[src/rtl/ide_arbiter.sv]
// rtl/ide_arbiter.sv - round-robin owner arbiter sharing one IDE transaction port between two clients
// An owner keeps the port for a whole command sequence; a watchdog reclaims it from a stalled owner.
module ide_arbiter #(
  parameter logic [15:0] TIMEOUT = 16'd65535
) (
  input  logic        clk,
  input  logic        reset,
  input  logic        m0_lock,
  input  logic        m0_rd,
  input  logic        m0_wr,
  input  logic [4:0]  m0_addr,
  input  logic [15:0] m0_in,
  output logic [15:0] m0_out,
  output logic        m0_done,
  input  logic        m1_lock,
  input  logic        m1_rd,
  input  logic        m1_wr,
  input  logic [4:0]  m1_addr,
  input  logic [15:0] m1_in,
  output logic [15:0] m1_out,
  output logic        m1_done,
  output logic [1:0]  grant,
  output logic [1:0]  timeout_err,
  output logic        ata_rd,
  output logic        ata_wr,
  output logic [4:0]  ata_addr,
  output logic [15:0] ata_in,
  input  logic [15:0] ata_out,
  input  logic        ata_done
);

  typedef enum logic [1:0] {IDLE = 2'd0, OWN0 = 2'd1, OWN1 = 2'd2} state_t;

  state_t      state_q, state_d;
  logic        last_q, last_d;
  logic [15:0] cnt_q, cnt_d;
  logic [1:0]  terr_q, terr_d;
  logic        req0, req1, wd_hit;

  assign req0   = m0_lock | m0_rd | m0_wr;
  assign req1   = m1_lock | m1_rd | m1_wr;
  assign wd_hit = (TIMEOUT != 16'd0) && (cnt_q == TIMEOUT) && !ata_done;

  always_ff @(posedge clk) begin
    if (reset) begin
      state_q <= IDLE;
      last_q  <= 1'b1;
      cnt_q   <= 16'd0;
      terr_q  <= 2'b00;
    end else begin
      state_q <= state_d;
      last_q  <= last_d;
      cnt_q   <= cnt_d;
      terr_q  <= terr_d;
    end
  end

  always_comb begin
    state_d = state_q;
    last_d  = last_q;
    cnt_d   = cnt_q;
    terr_d  = 2'b00;
    case (state_q)
      IDLE: begin
        cnt_d = 16'd0;
        // last_q == 1 means client 1 was served most recently, so client 0 wins a tie
        if (req0 && (!req1 || last_q)) begin
          state_d = OWN0;
          last_d  = 1'b0;
        end else if (req1) begin
          state_d = OWN1;
          last_d  = 1'b1;
        end
      end
      OWN0: begin
        cnt_d = ata_done ? 16'd0 : cnt_q + 16'd1;
        if (wd_hit) begin
          state_d = IDLE;
          terr_d  = 2'b01;
          cnt_d   = 16'd0;
        end else if (!req0) begin
          state_d = IDLE;
        end
      end
      OWN1: begin
        cnt_d = ata_done ? 16'd0 : cnt_q + 16'd1;
        if (wd_hit) begin
          state_d = IDLE;
          terr_d  = 2'b10;
          cnt_d   = 16'd0;
        end else if (!req1) begin
          state_d = IDLE;
        end
      end
      default: state_d = IDLE;
    endcase
  end

  always_comb begin
    grant       = 2'b00;
    timeout_err = terr_q;
    ata_rd      = 1'b0;
    ata_wr      = 1'b0;
    ata_addr    = 5'd0;
    ata_in      = 16'd0;
    m0_out      = 16'd0;
    m0_done     = 1'b0;
    m1_out      = 16'd0;
    m1_done     = 1'b0;
    case (state_q)
      OWN0: begin
        grant    = 2'b01;
        ata_rd   = m0_rd;
        ata_wr   = m0_wr & ~m0_rd;
        ata_addr = m0_addr;
        ata_in   = m0_in;
        m0_out   = ata_out;
        m0_done  = ata_done;
      end
      OWN1: begin
        grant    = 2'b10;
        ata_rd   = m1_rd;
        ata_wr   = m1_wr & ~m1_rd;
        ata_addr = m1_addr;
        ata_in   = m1_in;
        m1_out   = ata_out;
        m1_done  = ata_done;
      end
      default: ;
    endcase
  end

endmodule
[config.mk]
export PLATFORM = sky130hd
export DESIGN_NAME = ide_arbiter
export DESIGN_NICKNAME = d
export VERILOG_FILES = /design/src/rtl/ide_arbiter.sv
export SDC_FILE = /design/constraint.sdc
export NUM_CORES = 1
export LEC_CHECK = 0
export CAP_MARGIN = 20
export CORE_UTILIZATION = 35
export CTS_CLUSTER_SIZE = 40
export DETAILED_ROUTE_END_ITERATION = 8
export DONT_BUFFER_PORTS = 1
export PLACE_DENSITY = 0.5
export SYNTH_ARGS = -nofsm -noshare
export SYNTH_HDL_FRONTEND = slang
export SYNTH_SLANG_ARGS = --single-unit
[constraint.sdc]
create_clock -name clk -period 3.78 [get_ports clk]
set_input_delay 0.378 -clock clk [delete_from_list [all_inputs] [get_ports clk]]
set_output_delay 0.378 -clock clk [all_outputs]
set_load 0.05 [all_outputs]
; ---- Yosys cells after proc, flatten, opt, wreduce, memory -nomap -nowiden
; Index checks and enable logic that the tools add are counted.
[classes]
multipliers = 0
muxes = 24
div = 0
n_addsub = 1
shift = 0
n_lt_le_gt_ge = 0
n_reduce_logical = 11
n_bitwise = 8
eq_ne = 6
[op_table]
columns = operator, n
row1 = $mux 16, 4
row2 = $pmux 16 s2, 2
row3 = $add 16x1->16 const B, 1
row4 = $eq 16x16->1 const B, 1
row5 = $mux 2, 7
row6 = $pmux 5 s2, 1
row7 = $ne 3x3->1 const B, 3
row8 = $pmux 2 s2, 2
row9 = $pmux 2 s3, 1
row10 = $mux 1, 5
row11 = $or 1x1->1, 4
row12 = $pmux 1 s2, 2
row13 = $reduce_bool 2->1, 2
row14 = $reduce_and 3->1, 1
row15 = $and 1x1->1, 2
row16 = $eq 2x1->1 const B, 1
row17 = $eq 2x2->1 const B, 1
row18 = $logic_and 1x1->1, 2
row19 = $logic_not 1->1, 2
row20 = $logic_not 2->1, 1
row21 = $not 1->1, 2
row22 = $reduce_and 2->1, 1
row23 = $reduce_or 2->1, 1
row24 = $logic_or 1x1->1, 1
[totals]
latchBits = 0
romBits = 0
ff_bits = 21
mem_count = 0
ram_bits = 0
output_inout_bits = 61

; ---- Depth between registers and ports, before layout
; Gate-level depths: netlist of the first run.
[logic_depth]
word_depth = 7
ltp_mapped = 8
ltp_nobuf = 7

; ---- Worst setup path after synthesis of the first run
; No wires, ideal clock.
[synth_path]
kind = register to output
from = register state_q[1]
to = output ata_addr[2]
arrival_time_ps = 2134
path_buffers = 2
required_time_ps = 3402
path_stages_with_launch = 7
path_slack_ps = 1268
path_cell_list = dfxtp_1 > inv_1 > ha_1 > and2_1 > clkbuf_1 > clkbuf_1 > a22o_1
[synth_between]
elab_chain_len = 2
word_cells_on_any_way = 3
classes_between = eq/ne: 2 / mux: 1
[synth_lines]
columns = element, line
row1 = from (decl), 34  ; state_t state_q, state_d;
row2 = from (signal assigned), 51  ; state_q <= state_d;
row3 = $eq 2x2->1 or $eq 2x1->1 (tied branches), 110  ; case (state_q)
row4 = $pmux 5 s2 (*), 110
row5 = to (decl), 26  ; output logic [4:0] ata_addr,
; Mark *: on every way between the ends. The rest lies on a longest branch, timed or not.

; ---- Final worst setup path of the first run
[layout_path]
from = register state_q[0]
to = output ata_addr[3]
; The elaborated chain is that of the path after synthesis.

==> run_results.csv, run 1 <==
group,metric,value,unit
timing,fin_crit,2800,ps
placement,dp_cells,259,
synthesis,synth_top_area_cell,"dfxtp_1",
timing,finalHoldViolCount,0,
finish,nets,285,
synthesis,syn_nets,293,
timing,fmax,358,MHz
critical_path,worst_ep_required_time,3400,ps
clock_network,cts_inserted_buffers,3,
finish,final_area,1720,um^2
synthesis,yosys.area.top_type_share,25.2,%
die,die_h,71.0,um
die,core_area,4470,um^2
routing,final_antenna_net_count,0,
critical_path,slowest_stage,"and2_1",
critical_path,reg2regPathDepth,6,
placement,place.gp.congestion,0.808,
routing,routed_wl,4.18,mm
synthesis,synth_ff_type,"dfxtp_1",
die,die-area,5050,um^2
global_route,grt_antenna_before_repair,0,
min_path,holdPathStages,1,
critical_path,end_kind,"output port",
finish,diodes,0,
critical_path,startpoint_type,"flip-flop",
timing,rsz0062_at_grt,"false",
synthesis,yosysSeqAreaShare,25.2,%
global_route,grt.total_usage,16.0,%
clock_network,cts-root-buf,"clkbuf_8",
finish,area_growth,2.85,%
synthesis,ys_warn_count,0,
min_path,hold_path_class,"input port to flip-flop",
routing,drc,8,
synthesis,synth-seq-cells,21,
routing,vias,1624,
clock_network,postCtsHoldBufs,0,
global_route,overflow,0,
synthesis,ys_async_sr_fraction,0,%
timing,drv_slew,0,
pwr,leakagePower,0.593,nW
die,die_w,71.0,um
timing,setup_viol,0,
pwr,p_per_area,858,nW/um^2
finish,drive_gt1_share,5.69,%
die,ios,128,
global_route,grt_pass1_wl,6.40,mm
finish,final_cell_count_no_fill,263,
critical_path,crit_arrival,2420,ps
clock_network,cts_max_path_buffers,2,
global_route,grt_max_degree,25,
status,failed_checks,"design-rule violations",
synthesis,avgSynthCellArea,7.58,um^2
critical_path,crit_type,"flip-flop to output port",
clock_network,cts_resized,0,
routing,wl_per_cell,15.9,um
global_route,grt_pass1_vias,1354,
placement,port_buffers,0,
status,run_status,"finished with violations",
clock_network,htreeDepth,1,
synthesis,synth_edf_count,0,
critical_path,worstPathCellList,"inv_1 -> ha_1 -> and2_1 -> a22o_1",
critical_path,cp_max_fo,24,
timing,slew_headroom,40.2,%
clock_network,cts_tree,"built",
clock_network,post_cts_buffers,0,
timing,tightest_slew,897,ps
finish,layout_common_cells,"and2_1 (37), a22o_1 (22), nand2_1 (21), dfxtp_1 (21), a21oi_1 (15)",
placement,postPlaceCellArea,1670,um^2
clock_network,clock-sinks,21,
routing,first_pass_iters,6,
timing,skew,6.41,ps
clock_network,clock_latency,270,ps
routing,viasPerCell,6.17,
timing,min_period_over_period,74.0,%
finish,final_common_cell,"and2_1",
die,start_util,37.3,%
timing,tns,0,ps
critical_path,r2r_slack,1410,ps
clock_network,path_clk_slew,90,ps
critical_path,crit_path_max_incr_delay,680,ps
routing,drt-initial-drc-count,79,
finish,fin_util,38.3,%
synthesis,synth.cell_area,1670,um^2
run,drv_cap,0,
placement,dp_hpwl,3.08,mm
synthesis,yosysUniqueCellTypes,44,
die,row_count,24,
pwr,ir_drop,0.000563,V
synthesis,synthCells,220,
synthesis,yosys-top-cells-area,"dfxtp_1 (25%), and2_1 (14%), a22o_1 (12%), nand2_1 (4.7%), a21oi_1 (4.5%)",
[per-stage QoR]
step,setup WS (ps),power [W],hold WS [ps]
floorplan,1270,0.00127,463
global placement,1310,0.00133,452
detailed placement,1240,0.00132,452
CTS,925,0.00148,151
global route,792,0.00155,139
finish,984,0.00147,166
[synthesized netlist by cell type, types with 3 or more instances]
master	number
nor2_1	8
a31oi_1	6
nand2_1	21
clkbuf_1	10
and2_1	37
nand3b_1	4
or3_1	4
o21ai_0	9
dfxtp_1	21
nor3_1	3
a21oi_1	15
nand3_1	11
inv_1	7
ha_1	6
a22o_1	22
[final cells by class]
class	instances	area [um^2]
clock inverters	1	7.51
flip-flops and latches	21	420
multi-input cells	177	1140
well taps	52	65.1
repair buffers	2	15.0
inverters	7	26.3
clock buffers	3	41.3
fillers	472	2760
[worst paths after layout]
path,startpoint,endpoint
setup / recovery,state_q[0],ata_addr[3]
hold / removal,reset,cnt_q[8]
setup reg to reg,state_q[0],cnt_q[12]
hold reg to reg,cnt_q[14],cnt_q[14]
[where the power goes]
part,leakage (nW),switching [W],total (W),internal [W]
sequential,0.170,0.0000186,0.000258,0.000240
clock,0.0217,0.0000815,0.000156,0.0000746
combinational,0.401,0.000874,0.00106,0.000184
total,0.593,0.000974,0.00147,0.000498
[per-layer routing]
layer,up-vias,routed length [um],track usage (%)
li1,785,-,-
met1,749,1850,20.0
met2,88,2020,28.5
met3,2,284,3.42
met4,0,24,2.67
met5,-,0,0
[cells by family (layout without fill, tap and decap cells)]
logic type / after synthesis / in the layout / synth area share [%]
compound gates: 65 / 65 / 27.8
fa+ha+maj: 6 / 6 / 4.50
buf+inv: 22 / 13 / 6.45
flops: 21 / 21 / 25.2
simple gates: 106 / 106 / 36.1
[worst max-delay path: cells and delay by family, from the launching register on]
kind,cells,cell delay (ps)
simple gates,1,680
compound gates,1,560
fa+ha+maj,1,440
flops,1,350
buf+inv,1,110
[state kept, by name (all words and copies together), names as in the netlist]
name and count:
cnt_q 16, state_q 2, last_q 1, timeout_err 2
(Power assumes the default switching activity.)
==> run 2: changes to the inputs <==
Clock period 3.78 ns to 2.9 ns, I/O delays scaled along.
==> run 2 against run 1 <==
Largest power group unchanged. Sequential share of layout area shrank 2.7 points. Via count increased by 3.4%. Non-clock buffer count increased by 26. The flow still finishes with violations (design-rule violations). Clock skew fell by 2.5 ps. Combinational power up 45%. Register-to-register slack worse by 860 ps. Die area unchanged. Critical path type is now flip-flop to flip-flop. Hold slack got worse by 78 ps. Sequential cell count stayed put. Largest cell class unchanged. Clock power rose by 28%.
==> run_results.csv, run 2 (synthesis gave the netlist of run 1 again) <==
group,metric,value,unit
routing,final_antenna_net_count,0,
pwr,leakagePower,0.740,nW
routing,drt-initial-drc-count,100,
timing,skew,3.93,ps
pwr,p_per_area,1070,nW/um^2
clock_network,cts_tree,"built",
timing,finalHoldViolCount,0,
min_path,hold_path_class,"input port to flip-flop",
status,failed_checks,"design-rule violations",
routing,drc,8,
timing,fin_crit,2350,ps
timing,tns,0,ps
routing,vias,1680,
finish,regArea,420,um^2
routing,viasPerCell,5.81,
clock_network,cts_resized,0,
run,drv_cap,0,
global_route,grt_pass1_wl,6.80,mm
timing,drv_slew,0,
clock_network,clock_latency,260,ps
finish,layout_common_cells,"and2_1 (37), buf_4 (26), a22o_1 (22)",
die,ios,128,
timing,rsz0062_at_grt,"false",
die,die-area,5050,um^2
finish,drive_gt1_share,15.6,%
critical_path,worst_ep_required_time,3060,ps
finish,final_area,1930,um^2
clock_network,cts-root-buf,"clkbuf_8",
clock_network,post_cts_buffers,0,
routing,first_pass_iters,7,
die,row_count,24,
placement,place.gp.congestion,0.811,
timing,slew_headroom,38.2,%
critical_path,end_kind,"flip-flop",
critical_path,cp_max_fo,11,
finish,final_common_cell,"and2_1",
die,die_w,71.0,um
die,start_util,37.3,%
finish,multiInputGateArea,1140,um^2
critical_path,startpoint_type,"flip-flop",
global_route,grt_pass1_vias,1473,
finish,largest_register_ffs,16,
timing,tightest_slew,926,ps
clock_network,path_clk_slew,80,ps
clock_network,cts_inserted_buffers,3,
die,die_h,71.0,um
finish,nets,311,
timing,min_period_over_period,80.9,%
finish,fillers,453,
timing,setup_viol,0,
clock_network,postCtsHoldBufs,0,
pwr,total_power,0.00207,W
clock_network,clock-sinks,21,
finish,area_growth,15.8,%
clock_network,cts_max_path_buffers,2,
clock_network,htreeDepth,1,
global_route,grt_max_degree,25,
timing,fmax,426,MHz
critical_path,crit_type,"flip-flop to flip-flop",
die,core_area,4470,um^2
pwr,ir_drop,0.000689,V
global_route,overflow,0,
placement,dp_hpwl,3.24,mm
routing,wl_per_cell,15.1,um
status,run_status,"finished with violations",
routing,routed_wl,4.35,mm
global_route,grt.total_usage,16.9,%
critical_path,crit_arrival,2510,ps
placement,postPlaceCellArea,1890,um^2
global_route,grt_antenna_before_repair,0,
finish,regMostFlops,"cnt_q",
placement,port_buffers,0,
finish,diodes,0,
-- run 2: cell types whose count changed in the layout (fill, tap and decap cells not counted) --
cell,previous run,this run
buf_12,0,2
buf_4,2,26
clkbuf_1,0,1
clkinvlp_4,1,0
-- run 2: report_power, final --
part | internal, W | total [W] | leakage (nW) | switching [W]
registers | 0.000313 | 0.000338 | 0.170 | 0.0000250
clock network | 0.0000980 | 0.000199 | 0.0228 | 0.000101
logic | 0.000373 | 0.00154 | 0.547 | 0.00117
-- run 2: worst max-delay path, stage by stage, from the launching register on --
cell and delay [ps]:
dfxtp_1 400, inv_1 100, ha_1 310, nand2b_1 220
a21oi_1 790, nand2_1 110, o41ai_1 310
-- run 2: metrics by stage --
stage	util, %	std cells	worst slack (ps)	hold WS, ps
2_1_floorplan	-	220	476	463
3_3_place_gp	42.2	285	677	363
3_5_place_dp	42.2	285	585	365
4_1_cts	43.2	289	542	83.6
5_1_grt	43.2	289	308	69.1
6_report	43.2	289	553	87.4
-- run 2: routing by layer --
layer | track usage (%) | vias up | part of all wire (%)
met3 | 3.42 | 5 | 6.9
li1 | - | 835 | -
met4 | 4.00 | 0 | 0.87
met2 | 30.0 | 92 | 48
met5 | 0 | - | 0
met1 | 20.9 | 748 | 44
-- run 2: layout make-up --
cell class | count | share of cell area (%)
Multi-Input combinational cell | 177 | 59.0
Sequential cell | 21 | 21.8
Timing Repair Buffer | 28 | 12.2
Tap cell | 52 | 3.37
Clock buffer | 4 | 2.33
Inverter | 7 | 1.36
-- run 2: final timing paths --
path	cells past startpoint	slack [ps]	to	start
worst min-delay path	1	90	cnt_q[10]	reset
worst max register to register	6	550	cnt_q[12]	state_q[0]
worst min register to register	2	500	cnt_q[15]	cnt_q[15]
worst max-delay path	6	550	cnt_q[12]	state_q[0]
==> run 3: changes to the inputs <==
Settings changed: PLACE_DENSITY 0.5 to 0.52.
Clock period 2.9 ns to 2 ns, I/O delays scaled along.
==> run 3 against run 2 <==
Sequential share of layout area is 1.4 points lower. Routed wire length up 16%. Via count up 3.3%. Critical path depth is 1 higher. Critical endpoint is now ata_addr[3]. Largest cell class unchanged. Register-to-register slack got worse by 450 ps. Clock skew rose by 3.8 ps. Combinational power is 58% higher. Critical path type is now flip-flop to output port. Design area rose by 9.0%. The flow still finishes with violations (design-rule violations). Die area stayed put.
==> run_results.csv, run 3 (synthesis gave the netlist of run 1 again) <==
group,metric,value,unit
finish,regMostFlops,"cnt_q",
min_path,holdPathStages,1,
critical_path,startpoint_type,"flip-flop",
min_path,hold_path_class,"input port to flip-flop",
clock_network,cts-root-buf,"clkbuf_8",
routing,first_pass_iters,6,
global_route,grt_max_degree,25,
placement,dp_cells,281,
global_route,overflow,0,
routing,wl_per_cell,17.4,um
critical_path,critPathBufInv,4,
critical_path,cp_max_fo,24,
global_route,grtUsageMet3,4.42,%
clock_network,clock-sinks,21,
global_route,globalRouteMet1Util,24.8,%
routing,drc,2,
status,failed_checks,"design-rule violations",
routing,drt-initial-drc-count,83,
clock_network,htreeDepth,1,
timing,finalHoldViolCount,0,
pwr,ir_drop,0.00104,V
routing,viasPerCell,5.99,
finish,final_cell_count_no_fill,290,
placement,dp_hpwl,3.71,mm
status,run_status,"finished with violations",
finish,area_growth,26.3,%
critical_path,crit_arrival,1720,ps
die,ios,128,
critical_path,worstPathCellList,"inv_1 -> buf_4 -> ha_2 -> and2_4 -> buf_12 -> a22o_2 -> buf_12",
die,start_util,37.3,%
global_route,grt.total_usage,19.0,%
timing,rsz0062_at_grt,"true",
routing,vias,1736,
finish,fillers,431,
clock_network,path_clk_slew,90,ps
critical_path,crit_type,"flip-flop to output port",
die,core_area,4470,um^2
routing,final_antenna_net_count,0,
timing,tightest_slew,667,ps
placement,port_buffers,0,
global_route,grt_pass1_wl,7.55,mm
critical_path,path_delay_family,"buffers and inverters",
routing,routed_wl,5.05,mm
timing,slew_headroom,55.4,%
global_route,grt-busiest-layer,"met2",
clock_network,clock_latency,270,ps
die,die_w,71.0,um
timing,hold_slack,21.0,ps
pwr,p_per_area,1520,nW/um^2
global_route,grt_antenna_before_repair,1,
finish,final_common_cell,"and2_1",
critical_path,reg2regPathDepth,6,
critical_path,slowest_stage,"dfxtp_1",
finish,largest_register_ffs,16,
pwr,leakagePower,0.788,nW
clock_network,cts_tree,"built",
critical_path,end_kind,"output port",
timing,skew,7.72,ps
timing,min_period_over_period,95.9,%
critical_path,worst_ep_required_time,1800,ps
clock_network,cts_max_path_buffers,2,
timing,drv_slew,0,
finish,drive_gt1_share,30.4,%
finish,nets,311,
die,die-area,5050,um^2
critical_path,crit_path_frequent_cell,"buf_12",
global_route,grt_pass1_vias,1489,
timing,setup_viol,0,
placement,place.gp.congestion,0.869,
critical_path,crit_path_max_incr_delay,330,ps
run,drv_cap,0,
timing,fmax,521,MHz
global_route,met2_usage,31.9,%
clock_network,cts_inserted_buffers,3,
critical_path,path_depth,7,
finish,layout_common_cells,"and2_1 (36), nand2_1 (20), buf_4 (19)",
die,die_h,71.0,um
die,row_count,24,
timing,fin_crit,1920,ps
run 3: cell count changes in the layout (fill, tap and decap cells not counted), sizes merged:
cell	before	now
dlygate4sd3	0	1
clkbuf	4	3
diode	0	1
buf	28	27
clkinvlp	0	1
run 3: worst reg2reg max path, stage by stage (launching register included):
cell and delay (ps):
dfxtp_2 340, buf_6 110, nand4_4 100, or4_4 570
or2_1 250, or3_1 300, a31oi_1 160
run 3: routing by layer:
layer  wire length (um)  vias to the layer above  share of wire (%)
met5                  0                        -                  0
met4                101                        0                2.0
met3                321                        6                6.4
met2               2470                       79                 49
met1               2150                      811                 43
li1                   -                      840                  -
run 3: power by group:
group | internal [W] | switching [W]
combinational | 0.000664 | 0.00178
sequential | 0.000454 | 0.0000181
clock | 0.000141 | 0.000153
total | 0.00126 | 0.00195
run 3: area by class of cell:
type | instances | area, um^2 | share of cell area (%)
multi-input combinational | 177 | 1230 | 58.4
sequential | 21 | 429 | 20.4
timing repair buffer | 28 | 304 | 14.4
tap | 52 | 65.1 | 3.09
clock buffer | 3 | 41.3 | 1.96
inverter | 7 | 26.3 | 1.25
clock inverter | 1 | 7.51 | 0.357
antenna | 1 | 2.50 | 0.119
run 3: per-stage QoR:
step | cell area [um^2] | util (%) | TNS (ps) | worst slack, ps | total power (W)
after floorplan | 1700 | - | 0 | 3.21 | 0.00243
after CTS | 2010 | 44.9 | 0 | 5.57 | 0.00314
after global routing | 2110 | 47.1 | -21.6 | -21.6 | 0.00335
final | 2110 | 47.1 | 0 | 81.5 | 0.00321
after detailed placement | 1950 | 43.5 | 0 | 1.62 | 0.00283
after global placement | 1950 | 43.5 | 0 | 75.7 | 0.00282
run 3: what timing repair did:
item	CTS	global route
hold buffers	1	0
gates resized for setup	1	20
endpoints found under the setup margin	1	20
buffers inserted	0	3
endpoints found under the hold margin	17	0
pin swaps	0	5
run 3: final timing paths:
path | start | endpoint | slack (ps)
setup / recovery | state_q[0] | ata_addr[3] | 80
hold / removal | reset | cnt_q[12] | 20
hold reg to reg | cnt_q[14] | cnt_q[14] | 500
setup reg to reg | cnt_q[0] | cnt_q[13] | 100
